$ cat config.mk
export PLATFORM = sky130hd
export DESIGN_NAME = duty_meas_scheduler
export DESIGN_NICKNAME = d
export VERILOG_FILES = /design/src/rtl/duty_sched_pkg.sv /design/src/rtl/duty_meas_timer.sv /design/src/rtl/duty_meas_scheduler.sv
export SDC_FILE = /design/constraint.sdc
export NUM_CORES = 1
export LEC_CHECK = 0
export CAP_MARGIN = 10
export CORE_MARGIN = 1
export CORE_UTILIZATION = 49
export CTS_CLUSTER_DIAMETER = 40
export DETAILED_ROUTE_END_ITERATION = 16
export HOLD_SLACK_MARGIN = 0.1
export MAX_ROUTING_LAYER = met4
export PLACE_DENSITY = 0.73
export SLEW_MARGIN = 0
export SYNTH_ARGS = -nofsm -noshare
export SYNTH_HDL_FRONTEND = slang
export SYNTH_SLANG_ARGS = --single-unit
$ cat constraint.sdc
create_clock -name clk_10m -period 5.4 [get_ports clk_10m]
set_clock_uncertainty 0.2 [all_clocks]
set_input_delay 0.54 -clock clk_10m [delete_from_list [all_inputs] [get_ports clk_10m]]
set_output_delay 0.54 -clock clk_10m [all_outputs]
set_load 0.05 [all_outputs]
$ cat src/rtl/duty_sched_pkg.sv
// Shared state, status and range constants for the duty-cycle measurement scheduler.
package duty_sched_pkg;

  typedef enum logic [1:0] {
    IDLE     = 2'd0,
    SETTLE   = 2'd1,
    WAIT_RES = 2'd2,
    PUBLISH  = 2'd3
  } sched_state_e;

  localparam logic [1:0] ST_OK      = 2'b00;
  localparam logic [1:0] ST_RANGE   = 2'b01;
  localparam logic [1:0] ST_TIMEOUT = 2'b10;

  localparam logic [15:0] DUTY_MIN_DEF = 16'd2000;
  localparam logic [15:0] DUTY_MAX_DEF = 16'd8000;

  localparam int TMR_W = 25;

  function automatic logic [1:0] duty_status(input logic [15:0] duty,
                                             input logic [15:0] lo,
                                             input logic [15:0] hi);
    return (duty < lo || duty > hi) ? ST_RANGE : ST_OK;
  endfunction

endpackage

$ cat src/rtl/duty_meas_timer.sv
// Saturating clear/enable cycle counter with a terminal-count flag.
// Shared by the settle and result-wait phases of the scheduler.
module duty_meas_timer
  import duty_sched_pkg::*;
(
  input  logic             clk_10m,
  input  logic             rst,
  input  logic             clr_i,
  input  logic             en_i,
  input  logic [TMR_W-1:0] term_i,
  output logic             tc_o
);

  logic [TMR_W-1:0] cnt_q;
  logic [TMR_W-1:0] cnt_d;

  // NOTE: default assignment first so every path assigns cnt_d and no latch is inferred.
  always_comb begin
    cnt_d = cnt_q;
    if (clr_i) begin
      cnt_d = '0;
    end else if (en_i && cnt_q != '1) begin
      cnt_d = cnt_q + TMR_W'(1);
    end
  end

  // NOTE: state updates use non-blocking assignments so all flops sample the same pre-edge values.
  always_ff @(posedge clk_10m or posedge rst) begin
    if (rst) begin
      cnt_q <= '0;
    end else begin
      cnt_q <= cnt_d;
    end
  end

  assign tc_o = en_i && (cnt_q == term_i);

endmodule

$ cat src/rtl/duty_meas_scheduler.sv
// Time-shares one duty_cycle_meter across NUM_CH mux inputs and publishes one
// tagged record per channel to a ready/valid consumer.
module duty_meas_scheduler
  import duty_sched_pkg::*;
#(
  parameter int          NUM_CH      = 4,
  parameter int          CH_W        = 2,
  parameter int          SETTLE_CYC  = 100,
  parameter int          TIMEOUT_CYC = 30_000_000,
  parameter logic [15:0] DUTY_MIN    = DUTY_MIN_DEF,
  parameter logic [15:0] DUTY_MAX    = DUTY_MAX_DEF
) (
  input  logic            clk_10m,
  input  logic            rst,
  input  logic            start,
  input  logic            cont,
  input  logic            abort,
  output logic            meter_rst,
  output logic [CH_W-1:0] ch_sel,
  input  logic            duty_valid,
  input  logic [15:0]     duty_cycle,
  output logic            res_valid,
  input  logic            res_ready,
  output logic [CH_W-1:0] res_ch,
  output logic [15:0]     res_duty,
  output logic [1:0]      res_status,
  output logic            busy,
  output logic            round_done
);

  localparam logic [CH_W-1:0]  LAST_CH      = CH_W'(NUM_CH - 1);
  localparam logic [TMR_W-1:0] SETTLE_TERM  = TMR_W'(SETTLE_CYC - 1);
  localparam logic [TMR_W-1:0] TIMEOUT_TERM = TMR_W'(TIMEOUT_CYC - 1);

  sched_state_e    state_q;
  logic            meter_rst_q;
  logic [CH_W-1:0] ch_sel_q;
  logic            res_valid_q;
  logic [CH_W-1:0] res_ch_q;
  logic [15:0]     res_duty_q;
  logic [1:0]      res_status_q;
  logic            busy_q;
  logic            round_done_q;
  logic            dv_dly_q;

  logic             tmr_en;
  logic             tmr_clr;
  logic             tmr_tc;
  logic [TMR_W-1:0] tmr_term;
  logic             dv_rise;

  // Counter runs only in SETTLE/WAIT_RES and restarts at zero on every phase entry.
  assign tmr_en   = (state_q == SETTLE) || (state_q == WAIT_RES);
  assign tmr_clr  = !tmr_en || tmr_tc;
  assign tmr_term = (state_q == SETTLE) ? SETTLE_TERM : TIMEOUT_TERM;

  // A valid level already high when WAIT_RES is entered is stale, not a new result.
  assign dv_rise = duty_valid & ~dv_dly_q;

  duty_meas_timer u_timer (
    .clk_10m (clk_10m),
    .rst     (rst),
    .clr_i   (tmr_clr),
    .en_i    (tmr_en),
    .term_i  (tmr_term),
    .tc_o    (tmr_tc)
  );

  always_ff @(posedge clk_10m or posedge rst) begin
    if (rst) begin
      state_q      <= IDLE;
      meter_rst_q  <= 1'b1;
      ch_sel_q     <= '0;
      res_valid_q  <= 1'b0;
      res_ch_q     <= '0;
      res_duty_q   <= '0;
      res_status_q <= ST_OK;
      busy_q       <= 1'b0;
      round_done_q <= 1'b0;
      dv_dly_q     <= 1'b0;
    end else begin
      dv_dly_q     <= duty_valid;
      round_done_q <= 1'b0;
      if (abort) begin
        state_q     <= IDLE;
        res_valid_q <= 1'b0;
        meter_rst_q <= 1'b1;
        ch_sel_q    <= '0;
        busy_q      <= 1'b0;
      end else begin
        unique case (state_q)
          IDLE: begin
            if (start) begin
              ch_sel_q <= '0;
              busy_q   <= 1'b1;
              state_q  <= SETTLE;
            end
          end
          SETTLE: begin
            if (tmr_tc) begin
              meter_rst_q <= 1'b0;
              state_q     <= WAIT_RES;
            end
          end
          WAIT_RES: begin
            if (dv_rise || tmr_tc) begin
              if (dv_rise) begin
                res_duty_q   <= duty_cycle;
                res_status_q <= duty_status(duty_cycle, DUTY_MIN, DUTY_MAX);
              end else begin
                res_duty_q   <= '0;
                res_status_q <= ST_TIMEOUT;
              end
              res_ch_q    <= ch_sel_q;
              res_valid_q <= 1'b1;
              meter_rst_q <= 1'b1;
              state_q     <= PUBLISH;
            end
          end
          PUBLISH: begin
            if (res_valid_q && res_ready) begin
              res_valid_q <= 1'b0;
              if (ch_sel_q != LAST_CH) begin
                ch_sel_q <= ch_sel_q + CH_W'(1);
                state_q  <= SETTLE;
              end else if (cont) begin
                ch_sel_q <= '0;
                state_q  <= SETTLE;
              end else begin
                round_done_q <= 1'b1;
                busy_q       <= 1'b0;
                state_q      <= IDLE;
              end
            end
          end
          default: state_q <= IDLE;
        endcase
      end
    end
  end

  assign meter_rst  = meter_rst_q;
  assign ch_sel     = ch_sel_q;
  assign res_valid  = res_valid_q;
  assign res_ch     = res_ch_q;
  assign res_duty   = res_duty_q;
  assign res_status = res_status_q;
  assign busy       = busy_q;
  assign round_done = round_done_q;

endmodule

==> impl_summary.log <==
[metrics] result of the run: complete, no violations
[metrics] number of antenna violations at the first check in global routing: 0
[metrics] largest net degree at the start of global routing: 55
[metrics] number of sinks handled by clock tree synthesis: 54
[metrics] power per cell area: 379 nW/um2
[metrics] post-synthesis to final-layout area growth: 21.1%
[metrics] overall die area: 6230 um2
[metrics] number of cells produced by synthesis: 292
[metrics] Core Footprint: 5610 um2
[metrics] PortBufs: 48
[metrics] most common library cell in the layout ignoring fill and taps: sky130_fd_sc_hd__dfrtp_1
[metrics] top achievable clock speed: 334 MHz
[metrics] Final Cycle Share: 55.4%
[metrics] nets@finish: 366
[metrics] Layout Cell Area excl Fill: 3510 um2
[metrics] clock network fraction of design power: 16.7%
[metrics] required time reported for the critical path endpoint: 5.41 ns
[metrics] fraction of final layout cells sized beyond drive strength 1: 6.53%
[metrics] Synth Register Bits: 54
[metrics] P_leak: 0.00139 uW
[metrics] critical path startpoint category: register
[metrics] detail-routed net length per standard cell: 16.3 um
[metrics] Power, Total: 1330 uW
[metrics] final antenna-violating net count: 0
[metrics] xor and xnor fraction of the mapped netlist area: 0.906%
[metrics] clock tree from TritonCTS: yes
[metrics] Post-synth top flop: sky130_fd_sc_hd__dfrtp_1
[metrics] main combinational cell family by area after synthesis: simple AND/OR/NAND/NOR gates
[metrics] global-route wire length before repair: 11,100 um
[metrics] antenna cells: 0
[metrics] Final Instance Count excl. Fillers: 409
[metrics] largest area contributor in the netlist: sky130_fd_sc_hd__dfrtp_1
[metrics] pin slew with the least headroom to its limit: 1.15 ns
[metrics] total vias in the final route: 2,514
[metrics] Num CTS Buffers: 5
[metrics] maximum fanout count along the critical path: 24
[metrics] vias in the first global route: 2,367
[metrics] top library cells by usage in the layout, fill and taps aside: sky130_fd_sc_hd__dfrtp_1, sky130_fd_sc_hd__clkdlybuf4s50_1, sky130_fd_sc_hd__nand2_1
[metrics] Chip Height: 78.9 um
[metrics] aggregate routed wire length: 6660 um
[metrics] Area after DPL: 3430 um2
[metrics] setup repair after global routing missed its margin: no
[metrics] fraction of registers with async set/reset: 100%
[metrics] clock latency on the worst-skew pair: 0.31 ns
[metrics] average size of a mapped cell: 9.93 um2
[metrics] sequential share of the synthesized area: 46.6%
[metrics] arithmetic-cell share of the synthesized area counting full adders, half adders and majority gates: 2.59%
[metrics] estimated wirelength of the detail-placed design: 4740 um
[metrics] proportion of total power due to net switching: 42.5%
[metrics] number of instances resized during post-cts repair: 0
[metrics] final cell utilization of the core: 62.6%
[metrics] GRT Resource Usage Total: 23.5%
[metrics] share of power burned in registers: 39.0%
[metrics] Total Neg Setup Slack: 0 ns
[metrics] cell-internal power: 766 uW
[metrics] Hold Path Class: register to register
[metrics] standard-cell row count: 27
[metrics] kind of critical path: register to register
[metrics] initial core utilization: 51.7%
[metrics] Synth top area share: 45.7%
[metrics] instance count after placement with tap cells included: 402
[metrics] sort of element at the end of the critical path: register
[metrics] horizontal die dimension: 78.9 um
[metrics] setup violators final: 0
[metrics] number of I/O pins: 49
[metrics] Syn Nets: 321
[metrics] warnings from Yosys: 0
[metrics] Area contributors post-synth: sky130_fd_sc_hd__dfrtp_1, sky130_fd_sc_hd__a22o_1, sky130_fd_sc_hd__a21oi_1
[metrics] multiplexer fraction of the synthesized cell area: 1.81%
[metrics] number of detailed-routing iterations run before antenna repair: 5
[metrics] number of endpoints with negative hold slack in the final report: 0
[metrics] final weighted congestion of routability-driven global placement: 0.823
[metrics] number of design rule violations left after detail routing: 0
[metrics] fraction of the mapped netlist area in compound gates: 21.4%
[metrics] number of buffers on the longest clock path: 2
[metrics] global-route congestion overflow total: 0
[metrics] count of flip-flops with a built-in enable after synthesis: 0
[metrics] Worst slew margin: 23.0%
[metrics] post-detailed-route via-to-cell ratio: 6.15
[metrics] Synth Area in Simple Gates: 23.8%
[metrics] maximum level of the CTS H-tree: 2
[metrics] data arrival time of the worst path: 3.00 ns
[metrics] total of max-cap violations: 0
[metrics] post-layout minimum cycle time: 2.99 ns
[metrics] IR drop worst, VDD: 264 uV
[metrics] Synth cell types: 60
[metrics] sw power: 566 uW
[metrics] clock root buffer: sky130_fd_sc_hd__clkbuf_8
[metrics] post-CTS setup-driven buffer insertion count: 0
[metrics] area of the mapped netlist: 2900 um2
[metrics] number of slew-limit violations in the final report: 0
[metrics] count of hold-fix buffers inserted at cts: 0
[metrics] clock-pin slew reported for the worst setup and hold paths after clock tree synthesis: 0.10 ns
[metrics] Iteration-0 DRC Markers: 214
[metrics] share of power burned in combinational logic: 44.3%
area by class of cell:
| class | instances | area (um2) |
|---|---|---|
| clock buffers | 5 | 68.8 |
| clock inverters | 2 | 15.0 |
| fillers | 504 | 2100 |
| inverters | 6 | 22.5 |
| multi-input cells | 220 | 1470 |
| flip-flops and latches | 54 | 1350 |
| well taps | 72 | 90.1 |
| repair buffers | 50 | 495 |
power groups by stage:
stage | sequential [uW] | combinational, uW | clock (uW)
floorplan | 711 | 214 | 0
global placement | 525 | 583 | 0
detailed placement | 527 | 588 | 0
CTS | 519 | 591 | 231
global route | 528 | 630 | 247
finish | 519 | 590 | 223
path summary, 6_finish.rpt:
path,from,to,slack [ns],cells past startpoint
max,state_q[1],u_timer.cnt_q[7],2.41,7
min in group asynchronous,rst,res_duty[8],0.53,3
max in group asynchronous,rst,ch_sel[1],4.03,3
min reg2reg,res_status[1],res_status[1],0.30,2
max reg2reg,state_q[1],u_timer.cnt_q[7],2.41,7
min,res_status[1],res_status[1],0.30,2
worst max-delay path: stages, from the launching register on:
cell                        delay, ns
sky130_fd_sc_hd__dfrtp_1         0.43
sky130_fd_sc_hd__inv_1           0.12
sky130_fd_sc_hd__ha_1            0.26
sky130_fd_sc_hd__nor4b_1         0.38
sky130_fd_sc_hd__o2111ai_1       0.32
sky130_fd_sc_hd__a21o_1          0.28
sky130_fd_sc_hd__nand2_1         0.64
sky130_fd_sc_hd__o21ba_2         0.26
routing by layer:
| layer | vias up | wire [um] | GRT usage (%) |
|---|---|---|---|
| met3 | 5 | 362 | 3.91 |
| met1 | 1241 | 3220 | 33.1 |
| met5 | - | 0 | - |
| met4 | 0 | 45 | 5.82 |
| met2 | 63 | 3040 | 35.5 |
| li1 | 1205 | - | - |
Yosys cell counts, types with 4 or more instances:
| cell | instances |
|---|---|
| sky130_fd_sc_hd__a21oi_1 | 20 |
| sky130_fd_sc_hd__a22o_1 | 17 |
| sky130_fd_sc_hd__clkbuf_1 | 7 |
| sky130_fd_sc_hd__dfrtp_1 | 53 |
| sky130_fd_sc_hd__ha_1 | 6 |
| sky130_fd_sc_hd__inv_1 | 6 |
| sky130_fd_sc_hd__nand2_1 | 24 |
| sky130_fd_sc_hd__nand3_1 | 16 |
| sky130_fd_sc_hd__nand4_1 | 4 |
| sky130_fd_sc_hd__nor2_1 | 17 |
| sky130_fd_sc_hd__nor2b_1 | 4 |
| sky130_fd_sc_hd__nor3_1 | 5 |
| sky130_fd_sc_hd__nor4_1 | 4 |
| sky130_fd_sc_hd__o2111ai_1 | 4 |
| sky130_fd_sc_hd__o21ai_0 | 14 |
| sky130_fd_sc_hd__o31ai_1 | 10 |
| sky130_fd_sc_hd__or3_1 | 11 |
| sky130_fd_sc_hd__or4_1 | 11 |
through the flow:
step           hold slack (ns)  setup slack (ns)
2_1_floorplan            0.282              2.96
3_5_place_dp             0.285              2.36
6_report                 0.303              2.41
4_1_cts                  0.311              2.43
3_3_place_gp             0.277              2.41
5_1_grt                  0.326              2.21
sequential cells by signal, indices dropped and copies added (netlist names), 2 cells and up:
signal         flops
u_timer.cnt_q     25
res_duty          16
ch_sel             2
res_ch             2
res_status         2
state_q            2
logic make-up (layout without fill, tap and decap cells):
family,count (synthesis),count (layout)
AO/OA/AOI/OAI,86,86
XOR/XNOR,3,3
adder cells (fa/ha/maj),6,6
buffers and inverters,18,63
flip-flops,54,54
multiplexers,5,5
AND/OR/NAND/NOR,120,120
Note: power is estimated with default switching activity, not from simulation.
